File: src/rtl/fu_mult.sv
// fu_mult: four-stage pipelined RV32M multiply unit (16 multiplier bits per stage)
package fu_mult_pkg;
  localparam int XLEN = 32;
  localparam int PR_W = 6;
  localparam int ROB_W = 5;
  typedef enum logic [1:0] {MULT, MULH, MULHSU, MULHU} mult_func_t;
  typedef struct packed {
    mult_func_t mult;
  } op_sel_t;
  typedef struct packed {
    logic             valid;
    op_sel_t          op_sel;
    logic [XLEN-1:0]  r1_value;
    logic [XLEN-1:0]  r2_value;
    logic [PR_W-1:0]  dest_pr;
    logic [ROB_W-1:0] rob_entry;
  } ISSUE_FU_PACKET;
  typedef struct packed {
    logic             valid;
    logic [PR_W-1:0]  dest_pr;
    logic [ROB_W-1:0] rob_entry;
    logic [XLEN-1:0]  dest_value;
  } FU_COMPLETE_PACKET;
  typedef struct packed {
    logic             valid;
    mult_func_t       op;
    logic [PR_W-1:0]  dest_pr;
    logic [ROB_W-1:0] rob_entry;
  } tag_t;
endpackage

module fu_mult
  import fu_mult_pkg::*;
(
  input  logic              clock,
  input  logic              reset,
  input  logic              complete_stall,
  input  ISSUE_FU_PACKET    fu_packet_in,
  output logic              fu_ready,
  output logic              want_to_complete,
  output FU_COMPLETE_PACKET fu_packet_out
);
  tag_t        tag [4];
  logic [63:0] sum [4];
  logic [63:0] mc [3];
  logic [47:0] mp1;
  logic [31:0] mp2;
  logic [15:0] mp3;
  logic [63:0] a, b;
  logic        adv;
  mult_func_t  f;
  assign f = fu_packet_in.op_sel.mult;
  assign a = {{32{f != MULHU && fu_packet_in.r1_value[31]}}, fu_packet_in.r1_value};
  assign b = {{32{(f == MULT || f == MULH) && fu_packet_in.r2_value[31]}}, fu_packet_in.r2_value};
  assign want_to_complete = tag[3].valid;
  assign adv = ~(want_to_complete & complete_stall);
  assign fu_ready = adv;
  // the remaining multiplier shrinks 16 bits per stage, so only live bits are stored
  always_ff @(posedge clock or negedge reset)
    if (!reset) begin
      for (int i = 0; i < 4; i++) begin
        tag[i] <= '0;
        sum[i] <= '0;
      end
      for (int i = 0; i < 3; i++) mc[i] <= '0;
      mp1 <= '0;
      mp2 <= '0;
      mp3 <= '0;
    end else if (adv) begin
      tag[0] <= '{valid: fu_packet_in.valid, op: f, dest_pr: fu_packet_in.dest_pr,
                  rob_entry: fu_packet_in.rob_entry};
      for (int i = 1; i < 4; i++) tag[i] <= tag[i-1];
      sum[0] <= a * 64'(b[15:0]);
      sum[1] <= sum[0] + mc[0] * 64'(mp1[15:0]);
      sum[2] <= sum[1] + mc[1] * 64'(mp2[15:0]);
      sum[3] <= sum[2] + mc[2] * 64'(mp3);
      mc[0] <= a << 16;
      mc[1] <= mc[0] << 16;
      mc[2] <= mc[1] << 16;
      mp1 <= b[63:16];
      mp2 <= mp1[47:16];
      mp3 <= mp2[31:16];
    end
  assign fu_packet_out = '{valid: want_to_complete, dest_pr: tag[3].dest_pr,
                           rob_entry: tag[3].rob_entry,
                           dest_value: tag[3].op == MULT ? sum[3][31:0] : sum[3][63:32]};
endmodule

File: config.mk
export PLATFORM = sky130hd
export DESIGN_NAME = fu_mult
export DESIGN_NICKNAME = d
export VERILOG_FILES = /design/src/rtl/fu_mult.sv
export SDC_FILE = /design/constraint.sdc
export NUM_CORES = 2
export LEC_CHECK = 0
export BUFFER_PORTS_ARGS = -buffer_cell sky130_fd_sc_hd__buf_4
export CAP_MARGIN = 0
export CELL_PAD_IN_SITES_DETAIL_PLACEMENT = 0
export CELL_PAD_IN_SITES_GLOBAL_PLACEMENT = 1
export CORE_ASPECT_RATIO = 0.9
export CORE_MARGIN = 2
export CORE_UTILIZATION = 46
export DETAILED_ROUTE_END_ITERATION = 6
export PLACE_DENSITY_LB_ADDON = 0.08
export SYNTH_ARGS = -nofsm -noshare
export SYNTH_HDL_FRONTEND = slang
export SYNTH_SLANG_ARGS = --single-unit
File: constraint.sdc
create_clock -name clock -period 7.8 [get_ports clock]
set_clock_uncertainty 0.1 [all_clocks]
set_input_delay 1.17 -clock clock [delete_from_list [all_inputs] [get_ports clock]]
set_output_delay 1.17 -clock clock [all_outputs]
set_load 0.005 [all_outputs]
==> Flow_metrics.wiki <==
{| class="wikitable"
! Metric !! Value
|-
| CTS buffer count || 51
|-
| Final instance count without filler cells || 9,532
|-
| Vertical die dimension || around 350 um
|-
| Share of synthesized registers carrying an async set or reset || 100%
|-
| Critical Path RT || approximately 8.2 ns
|-
| Leading post-synthesis cells by cell area || fa_1 39%, dfrtp_1 16%, nand2_1 9.7%, inv_1 7.9%, ha_1 7.1%
|-
| Die area || 138,000 sq um
|-
| Final setup fails || 9
|-
| Slowest cell on the critical path || fa_1
|-
| Number of cells after detailed placement || 9,353
|-
| Area leader, netlist || fa_1
|-
| Slack of the worst reg-to-reg path || -0.17 ns
|-
| Start point of the worst hold path || sum[64]$_DFFE_PN0N_
|-
| Instance count of the mapped netlist || 6,967
|-
| Worst R2R End || sum[191]$_DFFE_PN0N_
|-
| DP Wirelength || around 140 mm
|-
| Main combinational cell family by area after synthesis || adder cells
|-
| CP Launch Type || register
|-
| Initial antenna violation count || 1
|-
| Core outline area || between 100,000 and 150,000 sq um
|-
| Part of the Yosys area used for sequential elements || around 16%
|-
| Per-cell via count in the routed design || 4.96
|-
| Worst Path Class, Setup || reg2reg
|-
| Fraction of layout cells with a size suffix above 1 || 18.5%
|-
| Number of buffers on the longest clock path || 3
|-
| Antenna violation net count after detailed routing || 0
|-
| Vias || ~47,000
|-
| H-tree depth || 2
|-
| Crit path depth || 34
|-
| Setup repair after global routing missed its margin || yes
|-
| Element type at the critical path end || register
|-
| # DRC || 0
|-
| Root Driver || clkbuf_16
|-
| Final cycle utilization of the critical path || 102%
|-
| Result of the run || finished, violations left
|-
| Compound-gate portion of the synthesized area || between 6 and 7%
|-
| Wire length of the first global-routing pass || 282 mm
|-
| Leftover overflow at the end of global routing || 0
|-
| Simple-gate area share of the yosys netlist || 17.4%
|-
| Relative slew margins || 27.9%
|-
| Count of flip-flops with a built-in enable after synthesis || 0
|-
| Via count of the first global-routing pass || 50,600
|-
| Actual transition at the worst max-transition pin || 1.08 ns
|-
| CP Buf/Inv Count || 7
|-
| Depth of the worst register-to-register path || 34
|-
| Clock Sink Count || between 300 and 400
|-
| Post-Synthesis Cell Area || 62,200 sq um
|-
| Area share of fa/ha/maj cells after synthesis || 46.0%
|-
| Hold Crit Endpoint || sum[0]$_DFFE_PN0N_
|-
| Max-cap violations || 0
|-
| Launching point of the worst reg2reg path || mp1[4]$_DFFE_PN0N_
|-
| Register bit total from synthesis || 398
|-
| Worst hold path cell count || 2
|-
| Number of I/O port buffers || 126
|-
| First-iteration detailed-routing DRC count || 2,781
|-
| Gpl congestion || 0.907
|-
| Total Routed Length || between 150 and 200 mm
|-
| Arr. time, crit path || 8.39 ns
|-
| Failing checks || setup timing
|-
| Synth top cells by count || 1,599 x nand2_1, 1,312 x inv_1, 1,206 x fa_1, 455 x and2_1, 398 x dfrtp_1
|-
| Count of different cell masters after synthesis || 79
|-
| Synthesis Warnings || 0
|-
| Routed wire length per instance || 18.3 um
|-
| Count of endpoints failing hold in the final timing report || 0
|-
| Clock slew at the register clock pins of the worst setup and hold paths || 0.08 ns
|-
| Most common cell in the netlist || nand2_1
|-
| Area share of the leading cell type in the synthesized netlist || between 30% and 40%
|-
| Mean Syn Cell Area || 8.92 sq um
|-
| Minimum clock period || ~8 ns
|-
| Number of max-slew violations in the final report || 0
|-
| Later-pin clock latency in the skew report || approximately 0.67 ns
|-
| Pin count of the biggest net entering global routing || 174
|-
| Peak clock frequency supported by timing || 125 MHz
|-
| Commonest register cell after synthesis || dfrtp_1
|-
| GRT Total Usage || between 20% and 30%
|-
| Synthesized Nets || about 8,600
|-
| Placement row count || 127
|-
| Synthesis-to-finish area growth || 19.6%
|-
| Xor/xnor cell area share of the yosys netlist || 3.33%
|-
| Min setup slack post-route || -0.173 ns
|-
| Count of pins on the block boundary || 127
|-
| Initial Util || 46.5%
|-
| Largest fanout on the critical path || 7
|-
| TritonCTS clock tree || yes
|-
| Pre-Repair DR Iteration Count || 7
|-
| Nets || 9,323
|-
| Die width || between 300 and 400 um
|-
| Family with the most delay on the worst path || adder cells
|-
| Cell repeated most along the worst path || fa_1
|-
| Worst min path class || reg2reg
|-
| Share of synthesized area spent on multiplexers || less than 1%
|-
| Maximum single-stage delay on the critical path || between 0.5 and 0.6 ns
|}
## layout make-up
type,instances,area (sq um)
well taps,1806,2260
fillers,12300,59300
clock buffers,69,1460
repair buffers,970,7890
inverters,1313,4940
diodes,3,7.51
clock inverters,25,350
flip-flops and latches,398,9980
multi-input cells,4948,47500
## per-layer routing
layer / up-vias / routed length [um] / track usage, % / share of wire [%]
met2: 988 / 75300 / 39.1 / 43
met3: 171 / 9300 / 3.45 / 5.3
met4: 0 / 3030 / 4.51 / 1.7
met1: 23800 / 86600 / 40.1 / 50
met5: - / 0 / 0 / 0
li1: 22400 / - / - / -
## through the flow
stage                     hold WS [ns]  util, %  setup slack, ns  instance area (sq um)  TNS, ns
after CTS                        0.329     54.7          -0.0786                  73100   -0.296
after floorplan                  0.330        -          -0.0168                  62400  -0.0168
after global placement           0.343     52.6           -0.351                  70300    -4.39
after global routing             0.373     55.6           -0.448                  74400    -6.34
after detailed placement         0.348     52.6           -0.431                  70300    -6.42
final                            0.351     55.6           -0.173                  74400   -0.891
## worst register-to-register path: cells and delay by family (launching register included)
kind            cells  cell delay [ns]
compound gates     15             2.47
xor+xnor            2             0.30
fa+ha+maj           8             3.52
buf+inv             7             0.73
flops               1             0.47
simple gates        2             0.23
## repair_timing
| action | CTS | global route |
|---|---|---|
| gates cloned | 4 | 3 |
| setup endpoints to repair | 20 | 36 |
| pin swaps | 161 | 164 |
| gates resized for setup | 181 | 224 |
| hold buffers | 0 | 0 |
| setup buffers | 34 | 43 |
## cells by family after synthesis
kind of cell,Yosys count
adder cells (fa/ha/maj),1560
AO/OA/AOI/OAI,672
XOR/XNOR,236
multiplexers,34
AND/OR/NAND/NOR,2446
buffers and inverters,1621
flip-flops,398
## cell usage in the layout, fill, tap and decap left out, types with 12 or more instances in the layout
master,instances
and2_1,433
nor2b_1,27
mux2_2,34
ha_4,29
buf_6,31
xnor2_1,150
xor2_1,80
nand2_1,1582
a211oi_1,15
nand3_1,43
o21ai_1,31
ha_1,319
o21ai_2,22
clkbuf_16,55
and2_4,19
and3_1,13
nor2_1,154
nand2_2,12
o21bai_1,25
inv_1,1264
inv_2,46
clkbuf_8,12
buf_4,902
a21oi_2,42
o21a_1,25
fa_1,1163
o21ai_0,85
a21oi_1,201
dfrtp_2,15
nand2b_1,34
dfrtp_1,383
nor3_1,27
or3_1,14
fa_2,43
o31ai_1,12
a21o_1,85
buf_12,27
nand4_1,21
## registers in the layout, summed over array words and instances (netlist names)
register          cells
fu_packet_out        11
mc                   81
mp1                  17
mp2                   1
mp3                   1
sum                 242
tag                  44
want_to_complete      1
## worst max path at each step
stage | start | to | slack, ns
after floorplan | mp2[0]$_DFFE_PN0N_ | sum[126]$_DFFE_PN0N_ | -0.02
after global placement | mp1[4]$_DFFE_PN0N_ | sum[191]$_DFFE_PN0N_ | -0.35
after detailed placement | mc[154]$_DFFE_PN0N_ | sum[188]$_DFFE_PN0N_ | -0.43
after CTS | mp1[4]$_DFFE_PN0N_ | sum[189]$_DFFE_PN0N_ | -0.08
after global routing | mp1[4]$_DFFE_PN0N_ | sum[189]$_DFFE_PN0N_ | -0.45
final | mp1[4]$_DFFE_PN0N_ | sum[191]$_DFFE_PN0N_ | -0.17
Power is not shown: default switching activity piles up to over one toggle a cycle in this logic, so the estimate is an artifact.
